`src/rtl/fa_bist_pkg.sv`:
```
// fa_bist_pkg: shared FSM state type and default BIST constants for the fulladder BIST.
package fa_bist_pkg;
  typedef enum logic [1:0] {IDLE, RUN, DRAIN, DONE} state_t;
  localparam int DEF_N_PAT = 8;
  localparam int DEF_MISR_W = 8;
  localparam logic [7:0] DEF_POLY = 8'h1D;
  localparam logic [7:0] DEF_SEED = 8'h00;
  localparam logic [7:0] DEF_GOLDEN = 8'h47;
endpackage

```
`src/rtl/fa_bist_ctrl_if.sv`:
```
// fa_bist_ctrl_if: pattern, response and status signals between the BIST controller and its environment.
interface fa_bist_ctrl_if import fa_bist_pkg::*; #(parameter int W = DEF_MISR_W);
  logic start, pat_i0, pat_i1, pat_ci, dut_s, dut_co, busy, done, pass;
  logic [W-1:0] signature;
  modport master(output start, dut_s, dut_co, input pat_i0, pat_i1, pat_ci, busy, done, pass, signature);
  modport slave(input start, dut_s, dut_co, output pat_i0, pat_i1, pat_ci, busy, done, pass, signature);
endinterface

```
`src/rtl/fa_bist_ctrl_misr_reg.sv`:
```
// misr_reg: multiple-input signature register compacting a 2-bit response per enabled cycle.
module misr_reg #(
  parameter int W = 8,
  parameter logic [W-1:0] POLY = W'(8'h1D)
) (
  input  logic         clk,
  input  logic         rst,
  input  logic         load,
  input  logic         en,
  input  logic [W-1:0] seed,
  input  logic [1:0]   din,
  output logic [W-1:0] sig
);
  always_ff @(posedge clk)
    if (rst || load) sig <= seed;
    else if (en) sig <= (sig << 1) ^ (sig[W-1] ? POLY : '0) ^ {{(W-2){1'b0}}, din};
endmodule

```
`src/rtl/fa_bist_ctrl.sv`:
```
// fa_bist_ctrl: exhaustive-pattern BIST controller for the fulladder with MISR compaction and golden compare.
module fa_bist_ctrl import fa_bist_pkg::*; #(
  parameter int N_PAT = DEF_N_PAT,
  parameter int MISR_W = DEF_MISR_W,
  parameter logic [MISR_W-1:0] POLY = MISR_W'(DEF_POLY),
  parameter logic [MISR_W-1:0] SEED = MISR_W'(DEF_SEED),
  parameter logic [MISR_W-1:0] GOLDEN = MISR_W'(DEF_GOLDEN)
) (
  input logic clk,
  input logic rst,
  fa_bist_ctrl_if.slave bus
);
  localparam int CW = $clog2(N_PAT) + 1;
  state_t state;
  logic [CW-1:0] cnt, cnt_nx;
  logic [2:0] pat;
  logic [MISR_W-1:0] sig;
  logic accept, busy, done;
  assign cnt_nx = cnt + 1'b1;
  assign accept = (state == IDLE || state == DONE) && bus.start;
  misr_reg #(.W(MISR_W), .POLY(POLY)) u_misr (
    .clk(clk), .rst(rst), .load(accept), .en(state == RUN || state == DRAIN),
    .seed(SEED), .din({bus.dut_co, bus.dut_s}), .sig(sig)
  );
  always_ff @(posedge clk)
    if (rst) begin
      state <= IDLE;
      cnt <= '0;
      pat <= '0;
      busy <= 1'b0;
      done <= 1'b0;
    end else begin
      case (state)
        IDLE, DONE: if (bus.start) begin
          state <= (N_PAT == 1) ? DRAIN : RUN;
          cnt <= '0;
          pat <= '0;
          busy <= 1'b1;
          done <= 1'b0;
        end
        RUN: begin
          cnt <= cnt_nx;
          pat <= 3'(cnt_nx);
          if (cnt_nx == CW'(N_PAT - 1)) state <= DRAIN;
        end
        DRAIN: begin
          pat <= '0;
          busy <= 1'b0;
          done <= 1'b1;
          state <= DONE;
        end
        default: state <= IDLE;
      endcase
    end
  assign {bus.pat_i0, bus.pat_i1, bus.pat_ci} = pat;
  assign bus.busy = busy;
  assign bus.done = done;
  assign bus.pass = done && (sig == GOLDEN);
  assign bus.signature = sig;
endmodule

```
`src/flat_wrapper.sv`:
```
// flat-port wrapper written by rule: the top's interface ports become plain ports
module fa_bist_ctrl_flat import fa_bist_pkg::*;
#(
  parameter int N_PAT = DEF_N_PAT,
  parameter int MISR_W = DEF_MISR_W,
  parameter logic [MISR_W-1:0] POLY = MISR_W'(DEF_POLY),
  parameter logic [MISR_W-1:0] SEED = MISR_W'(DEF_SEED),
  parameter logic [MISR_W-1:0] GOLDEN = MISR_W'(DEF_GOLDEN)
)
  (clk, rst, bus_start, bus_dut_s, bus_dut_co, bus_pat_i0, bus_pat_i1, bus_pat_ci, bus_busy, bus_done, bus_pass, bus_signature);
  fa_bist_ctrl_if #(.W(8)) bus_i ();
  input logic clk;
  input logic rst;
  input wire logic [$bits(bus_i.start)-1:0] bus_start;
  input wire logic [$bits(bus_i.dut_s)-1:0] bus_dut_s;
  input wire logic [$bits(bus_i.dut_co)-1:0] bus_dut_co;
  output wire logic [$bits(bus_i.pat_i0)-1:0] bus_pat_i0;
  output wire logic [$bits(bus_i.pat_i1)-1:0] bus_pat_i1;
  output wire logic [$bits(bus_i.pat_ci)-1:0] bus_pat_ci;
  output wire logic [$bits(bus_i.busy)-1:0] bus_busy;
  output wire logic [$bits(bus_i.done)-1:0] bus_done;
  output wire logic [$bits(bus_i.pass)-1:0] bus_pass;
  output wire logic [$bits(bus_i.signature)-1:0] bus_signature;
  assign bus_i.start = bus_start;
  assign bus_i.dut_s = bus_dut_s;
  assign bus_i.dut_co = bus_dut_co;
  assign bus_pat_i0 = bus_i.pat_i0;
  assign bus_pat_i1 = bus_i.pat_i1;
  assign bus_pat_ci = bus_i.pat_ci;
  assign bus_busy = bus_i.busy;
  assign bus_done = bus_i.done;
  assign bus_pass = bus_i.pass;
  assign bus_signature = bus_i.signature;
  fa_bist_ctrl #(.N_PAT(N_PAT), .MISR_W(MISR_W), .POLY(POLY), .SEED(SEED), .GOLDEN(GOLDEN)) u_core (.clk(clk), .rst(rst), .bus(bus_i));
endmodule
```
`config.mk`:
```
export PLATFORM = sky130hd
export DESIGN_NAME = fa_bist_ctrl_flat
export DESIGN_NICKNAME = d
export VERILOG_FILES = /design/src/rtl/fa_bist_pkg.sv /design/src/rtl/fa_bist_ctrl_if.sv /design/src/rtl/fa_bist_ctrl_misr_reg.sv /design/src/rtl/fa_bist_ctrl.sv /design/src/flat_wrapper.sv
export SDC_FILE = /design/constraint.sdc
export NUM_CORES = 1
export LEC_CHECK = 0
export BUFFER_PORTS_ARGS = -buffer_cell sky130_fd_sc_hd__buf_2
export CAP_MARGIN = 20
export CORE_MARGIN = 2
export CORE_UTILIZATION = 51
export CTS_BUF_LIST = sky130_fd_sc_hd__clkbuf_4 sky130_fd_sc_hd__clkbuf_8
export CTS_CLUSTER_SIZE = 28
export DETAILED_ROUTE_END_ITERATION = 7
export PLACE_DENSITY = 0.8
export SETUP_SLACK_MARGIN = 0.3
export SLEW_MARGIN = 25
export SYNTH_ARGS = -nofsm -noshare
export SYNTH_HDL_FRONTEND = slang
export SYNTH_SLANG_ARGS = --single-unit
export TNS_END_PERCENT = 50
```
`constraint.sdc`:
```
create_clock -name clk -period 1.73 [get_ports clk]
set_input_delay 0.173 -clock clk [delete_from_list [all_inputs] [get_ports clk]]
set_output_delay 0.173 -clock clk [all_outputs]
set_load 0.1 [all_outputs]
```
======== Word level (Yosys, flattened, before mapping) ========
Cells that the tools add are included.
storage, ports and cells
  logic and storage cells ................. 40
  input port bits ......................... 5
  output and inout port bits .............. 14
  bits in registers ....................... 19
operators by class
  equality and inequality tests ........... 7
  bitwise operators ....................... 2
  reductions and logical operators ........ 12
  add/subtract/negate cells ............... 1
  muxes and demuxes ....................... 12
operator list
  cell                                                  count
  one-hot mux 3 bit (3 select lines)                    1
  equality test 8 x 7 -> 1 bit (second input constant)  1
  one-hot mux 4 bit (2 select lines)                    1
  bitwise XOR 8 x 2 -> 8 bit                            1
  bitwise XOR 8 x 5 -> 8 bit                            1
  one-hot mux 2 bit (3 select lines)                    1
  AND reduction 2 bit                                   3
  2-to-1 mux 5 bit                                      1
  adder 4 x 1 -> 4 bit (second input constant)          1
  equality test 2 bit (second input constant)           2
  equality test 4 x 3 -> 1 bit (second input constant)  1
  2-to-1 mux 2 bit                                      2
  2-to-1 mux 4 bit                                      1
  != test 2 bit (second input constant)                 2
  one-hot mux 1 bit (2 select lines)                    2
  nonzero test 2 bit                                    2
  logical OR 1 bit                                      3
  2-to-1 mux 3 bit                                      1
  equality test 2 x 1 -> 1 bit (second input constant)  1
  logical AND 1 bit                                     2
  logical NOT 2 bit                                     1
  2-to-1 mux 1 bit                                      2
  OR reduction 2 bit                                    1

======== Depth between registers and ports, before layout ========
Gate-level depths: netlist (run 1).
  word-level depth ........................ 4
  depth in mapped cells ................... 7
  depth with buffers taken out ............ 6

======== Hierarchy ========
Synthesis (run 1) repeated with hierarchy kept, for this count alone.
unflattened totals
  cell total of the unflattened synthesis .. 108
  area total of the unflattened synthesis .. 1049.8 um2
modules (own cells, without submodules)
  module        instances  area each (um2)  cells an instance  sequential area each (um2)
  fa_bist_ctrl  1          655.6            78                 220.2
  misr_reg      1          394.1            30                 240.2

======== Worst setup path before layout (run 1) ========
Ideal clock, no wire load.
  path type ............................... register to output
  start ................................... reg u_core.u_misr.sig[0]
  end ..................................... out bus_pass
  slack ................................... -1.704 ns
  arrival ................................. 3.261 ns
  buffers on the path ..................... 0
  stages on the path, launching flop included .. 3
  cell sequence ........................... dfxtp_1 -> nand4b_1 -> nor3_1
on the way
  cells in the longest elaborated chain, start to end .. 2
ends and longest elaborated chain
  item                          line                         RTL
  start, declared               fa_bist_ctrl_misr_reg.sv:12  output logic [W-1:0] sig
  start signal, assigned        fa_bist_ctrl_misr_reg.sv:16  else if (en) sig <= (sig << 1) ^ (sig[W-1] ? POLY : '0) ^ {{(W-2){1'b0}}, din};
  equality test 8 x 7 -> 1 bit  fa_bist_ctrl.sv:58           assign bus.pass = done && (sig == GOLDEN);
  logical AND 1 bit             fa_bist_ctrl.sv:58
  end, declared                 flat_wrapper.sv:22           output wire logic [$bits(bus_i.pass)-1:0] bus_pass;
No other way between the ends.

======== Final worst setup path (run 1) ========
  start ................................... reg u_core.u_misr.sig[5]
  end ..................................... out bus_pass
Same word-level chain as after synthesis.

==> results of run 1 <==
[how the worst min path moves through the flow]
stage                  start                   end  slack, ns
6_report           bus_dut_s  u_core.u_misr.sig[0]       0.23
5_1_grt                  rst  u_core.u_misr.sig[3]       0.27
4_1_cts            bus_dut_s  u_core.u_misr.sig[0]       0.24
3_5_place_dp   u_core.pat[2]         u_core.pat[2]       0.45
3_3_place_gp   u_core.pat[2]         u_core.pat[2]       0.44
2_1_floorplan            rst       u_core.state[1]       0.36
[cell usage after synthesis, drive strengths merged (2+ instances only)]
library cell	number
o21ai	3
nand4b	2
nand2b	4
nand3	3
a2111oi	2
dfxtp	19
nor2b	3
and3	3
ha	5
clkbuf	4
buf	5
a21oi	10
nand2	7
nor3	4
o2bb2ai	2
inv	8
nor2	20
xnor2	6
a31oi	5
[through the flow]
stage	setup WS, ns	utilization
global placement	0.177	0.629
finish	0.226	0.749
global route	0.162	0.749
floorplan	-0.0459	-
detailed placement	0.105	0.629
CTS	0.219	0.710
[worst register-to-register path, cell delays in order (launching register included)]
cell       delay (ns)
dfxtp_2          0.38
buf_4            0.13
buf_4            0.12
nand2_1          0.08
xnor2_2          0.16
o2bb2ai_2        0.17
mux2_4           0.31
[logic make-up (layout without fill, tap and decap cells)]
group                    count (synthesis)  in the layout  synth area share
adder cells (fa/ha/maj)                  5              5            0.0590
AND/OR/NAND/NOR                         48             48             0.226
flip-flops                              19             19             0.359
multiplexers                             2              2            0.0236
buffers and inverters                   17             47            0.0673
AO/OA/AOI/OAI                           31             31             0.201
XOR/XNOR                                 7              7            0.0649
[routing by layer]
metal / global-route usage / up-vias
met3: 0.0636 / 8
met5: 0 / -
li1: - / 504
met4: 0.0926 / 0
met2: 0.436 / 28
met1: 0.270 / 485
[sequential cells by signal (all words and copies together) (netlist names)]
name and cells:
u_core.u_misr.sig 8, u_core.pat 3, u_core.cnt 4, u_core.bus.done 1, u_core.state 2, u_core.bus.busy 1
[power breakdown]
group          total [mW]  internal (mW)  leakage, nW  switching [mW]
logic                1.30          0.470        0.425           0.828
registers           0.607          0.531        0.163          0.0760
clock network       0.243          0.106       0.0184           0.137
[what timing repair did]
action / 4_1_cts / 5_1_grt
endpoints found under the hold margin: 0 / 0
setup buffers: 6 / 4
pin swaps: 5 / 6
gates resized for setup: 21 / 7
gates cloned: 0 / 0
endpoints found under the setup margin: 8 / 6
[final cells by class]
class	instances	area (um^2)
inverters	8	30.0
repair buffers	35	236
multi-input cells	93	722
fillers	154	493
flip-flops and latches	19	417
clock buffers	4	30.0
well taps	27	33.8
==> results.sh, run 1 <==
export IMPL_final_area_mm2=0.00147
export IMPL_cts_root_buf="clkbuf_4"
export IMPL_synth_ff_type="dfxtp_1"
export IMPL_path_depth=3
export IMPL_r2r_start="u_core.cnt[0]"
export IMPL_fmax_ghz=0.665
export IMPL_die_x_um=49.6
export IMPL_ys_warnings_count=0
export IMPL_placed_cells=172
export IMPL_synthArstFlopShare=0
export IMPL_drt_iter0_markers=18
export IMPL_crit_path_end_kind="primary output"
export IMPL_fp_dieH_um=49.6
export IMPL_dp_hpwl_um=1780
export IMPL_grt_use_total=0.242
export IMPL_area_growth_pct=38.6
export IMPL_tns_ns=0
export IMPL_crit_fanout=3
export IMPL_netlist_area_mm2=0.00106
export IMPL_dpl_cell_area_mm2=0.00123
export IMPL_hp_class="in2reg"
export IMPL_routedWlPerCell_um=15.1
export IMPL_numCtsBuffers=3
export IMPL_pin_count=19
export IMPL_dr_pass1_iters=4
export IMPL_timing_hold_ws_ns=0.234
export IMPL_finalSetupViolations=0
export IMPL_drive_above_1_share=0.440
export IMPL_start_util=0.540
export IMPL_rsz0062_at_grt="true"
export IMPL_worst_pin_slew_ns=0.494
export IMPL_gr_total_overflow=0
export IMPL_met3_length_um=117
export IMPL_fin_cells=186
export IMPL_gp_congestion=0.861
export IMPL_cts_sinks=19
export IMPL_die_area_mm2=0.00246
export IMPL_grt_pass1_vias=962
export IMPL_period_needed_ns=1.50
export IMPL_min_period_over_period=0.869
export IMPL_p_per_area_mw_per_mm2=1460
export IMPL_drv_slew=0
export IMPL_r2r_cells=6
export IMPL_final_cell_mix="nor2_1, buf_2, buf_4"
export IMPL_worstPathCellList="nand4bb_4 -> nor3_4 -> buf_12"
export IMPL_core_area_mm2=0.00196
export IMPL_hold_viol_final=0
export IMPL_final_common_cell="nor2_1"
export IMPL_crit_end="bus_pass"
export IMPL_cts_htree_levels=1
export IMPL_vias=1025
export IMPL_antenna_found_initial=0
export IMPL_tritoncts="built"
export IMPL_max_cap_violations=0
export IMPL_top_layer="met4"
export IMPL_cp_required_ns=1.56
export IMPL_grt_pass1_wl_um=4510
export IMPL_clock_latency_ns=0.31
export IMPL_synthesis_nets=139
export IMPL_fin_nets=170
export IMPL_syn_inst=129
export IMPL_ys_top_cells_by_area="dfxtp_1, nor2_1, ha_1"
export IMPL_wl_um=2810
export IMPL_slew_limit_headroom=0.673
export IMPL_status="complete, no violations"
export IMPL_drcViolationCount=0
export IMPL_path_clk_slew_ns=0.11
export IMPL_critPathLaunchType="register"
export IMPL_yosys_cell_types_count=38
export IMPL_cpPeakStageDelay_ns=0.35
export IMPL_vdd_ir_drop_max_mv=0.920
export IMPL_diodes=0
export IMPL_seq_area_frac_synth=0.359
export IMPL_finalClockSkew_ns=0.00963
export IMPL_synth_seq_cells=19
export IMPL_synth_edf_count=0
export IMPL_hold_buffers=0
export IMPL_cts_max_path_buffers=2
export IMPL_arrival_ns=1.33
export IMPL_drt_met1_wl_um=1200
export IMPL_cp_top_family="simple AND/OR/NAND/NOR gates"
export IMPL_crit_buf_inv=1
export IMPL_antenna_left=0
export IMPL_wl_met2_um=1420
export IMPL_yosys_area_top_type="dfxtp_1"
export IMPL_worst_setup_path_type="reg2out"
export IMPL_viasPerCell=5.51
export IMPL_holdPathStages=5
export IMPL_cp_startpoint="u_core.u_misr.sig[5]"
export IMPL_r2r_end="u_core.state[0]"
export IMPL_portBuffers=18
export IMPL_totalPowerFinal_mw=2.15
export IMPL_row_count=16
export IMPL_syn_avg_cell_area_um2=8.22
export IMPL_rrSetupSlack_ns=0.29
export IMPL_slowest_stage="dfxtp_2"
export IMPL_grt_start_max_net_pins=22
export IMPL_p_leak_nw=0.606
export IMPL_yosysTopAreaCellShare=0.359
(Power assumes the default switching activity.)
==> run 2: changes to the inputs <==
Settings changed: CORE_MARGIN 2 to 3.
==> run 2 against run 1 <==
Net effect: sequential cell count stayed put; global-route usage is 1.4 points lower; register-to-register slack worse by 0.02 ns; clock power is 2% lower; highest routed layer unchanged.
==> results.sh, run 2 (synthesized netlist as in run 1, its figures left out) <==
export IMPL_core_area_mm2=0.00184
export IMPL_tritoncts="built"
export IMPL_min_period_over_period=0.907
export IMPL_drcViolationCount=0
export IMPL_cts_root_buf="clkbuf_4"
export IMPL_routedWlPerCell_um=18.1
export IMPL_hp_class="in2reg"
export IMPL_final_cell_mix="nor2_1, buf_2, a21oi_1, buf_4, dfxtp_4"
export IMPL_viasPerCell=5.95
export IMPL_seq_area_um2=419
export IMPL_portBuffers=18
export IMPL_final_common_cell="nor2_1"
export IMPL_crit_path_end_kind="primary output"
export IMPL_crit_fanout=2
export IMPL_finalClockSkew_ns=0.00475
export IMPL_gp_congestion=0.870
export IMPL_cts_sinks=19
export IMPL_hold_buffers=0
export IMPL_fp_dieH_um=51.6
export IMPL_reg_top3="u_core.u_misr.sig (8), u_core.cnt (4), u_core.pat (3)"
export IMPL_start_util=0.576
export IMPL_largest_reg_flops=8
export IMPL_die_area_mm2=0.00266
export IMPL_row_count=15
export IMPL_antenna_left=0
export IMPL_status="complete, no violations"
export IMPL_cpPeakStageDelay_ns=0.36
export IMPL_diodes=0
export IMPL_tns_ns=0
export IMPL_critPathLaunchType="register"
export IMPL_grt_start_max_net_pins=22
export IMPL_grt_pass1_wl_um=4580
export IMPL_drv_slew=0
export IMPL_max_cap_violations=0
export IMPL_hold_viol_final=0
export IMPL_nFillCells=110
export IMPL_p_leak_nw=0.641
export IMPL_worst_slack_ns=0.161
export IMPL_drive_above_1_share=0.484
export IMPL_regMostFlops="u_core.u_misr.sig"
export IMPL_antenna_found_initial=0
export IMPL_vias=1095
export IMPL_slowest_stage="dfxtp_4"
export IMPL_finalSetupViolations=0
export IMPL_dr_pass1_iters=4
export IMPL_cp_required_ns=1.56
export IMPL_worst_pin_slew_ns=0.501
export IMPL_grt_use_total=0.229
export IMPL_arrival_ns=1.40
export IMPL_fin_nets=170
export IMPL_pin_count=19
export IMPL_period_needed_ns=1.57
export IMPL_worst_setup_path_type="reg2out"
export IMPL_area_growth_pct=47.5
export IMPL_grt_pass1_vias=984
export IMPL_multi_input_area_um2=763
export IMPL_die_x_um=51.6
export IMPL_drt_iter0_markers=44
export IMPL_dp_hpwl_um=1690
export IMPL_wl_um=3330
export IMPL_fmax_ghz=0.637
export IMPL_worstPathCellList="nand4b_1 -> nor3_4 -> buf_12"
export IMPL_cts_htree_levels=1
export IMPL_path_clk_slew_ns=0.10
export IMPL_numCtsBuffers=3
export IMPL_p_per_area_mw_per_mm2=1570
export IMPL_slew_limit_headroom=0.669
export IMPL_vdd_ir_drop_max_mv=1.17
export IMPL_post_place_ws_ns=0.0563
export IMPL_rsz0062_at_grt="true"
export IMPL_totalPowerFinal_mw=2.46
export IMPL_gr_total_overflow=0
export IMPL_clock_latency_ns=0.30
export IMPL_cts_max_path_buffers=2
==> run 2: metal layers <==
layer	track usage	vias to the layer above	part of all wire
met5	0	-	0
met4	0.0830	0	0.017
met3	0.0516	8	0.066
met2	0.379	53	0.52
met1	0.288	525	0.40
li1	-	509	-
==> run 2: repair_timing <==
action                                  in CTS  in global routing
endpoints found under the setup margin      16                 18
resized for setup                           22                 21
gates cloned                                 0                  1
buffers inserted                             5                  6
pin swaps                                    4                  9
==> run 2: final cells by class <==
| class | instances | share of cell area |
|---|---|---|
| flip-flops and latches | 19 | 0.268 |
| clock buffers | 4 | 0.0192 |
| inverters | 8 | 0.0192 |
| multi-input cells | 93 | 0.488 |
| repair buffers | 35 | 0.185 |
| well taps | 25 | 0.0200 |
==> run 2: final timing paths <==
kind	start	to	slack, ns	depth (start not counted)
worst max-delay path	u_core.u_misr.sig[7]	bus_pass	0.16	3
worst min-delay path	rst	u_core.u_misr.sig[3]	0.28	2
worst max register to register	u_core.cnt[1]	u_core.state[0]	0.27	5
worst min register to register	u_core.pat[2]	u_core.pat[2]	0.47	2
==> run 2: through the flow <==
step / std cells / util / hold slack, ns / instance area (um^2)
after floorplan: 129 / - / 0.357 / 1110
after global placement: 168 / 0.662 / 0.451 / 1220
after detailed placement: 168 / 0.662 / 0.456 / 1220
after CTS: 177 / 0.741 / 0.255 / 1360
after global routing: 184 / 0.850 / 0.290 / 1560
final: 184 / 0.850 / 0.277 / 1560
==> run 2: critical path, delay by kind of cell (launching register included) <==
kind | cells | cell delay [ns]
simple gates | 2 | 0.52
buf+inv | 1 | 0.21
flops | 1 | 0.36
==> run 2: report_power, final <==
group          switching [mW]  total, mW  internal [mW]
combinational           0.918       1.60          0.680
sequential             0.0860      0.618          0.532
clock                   0.133      0.239          0.106
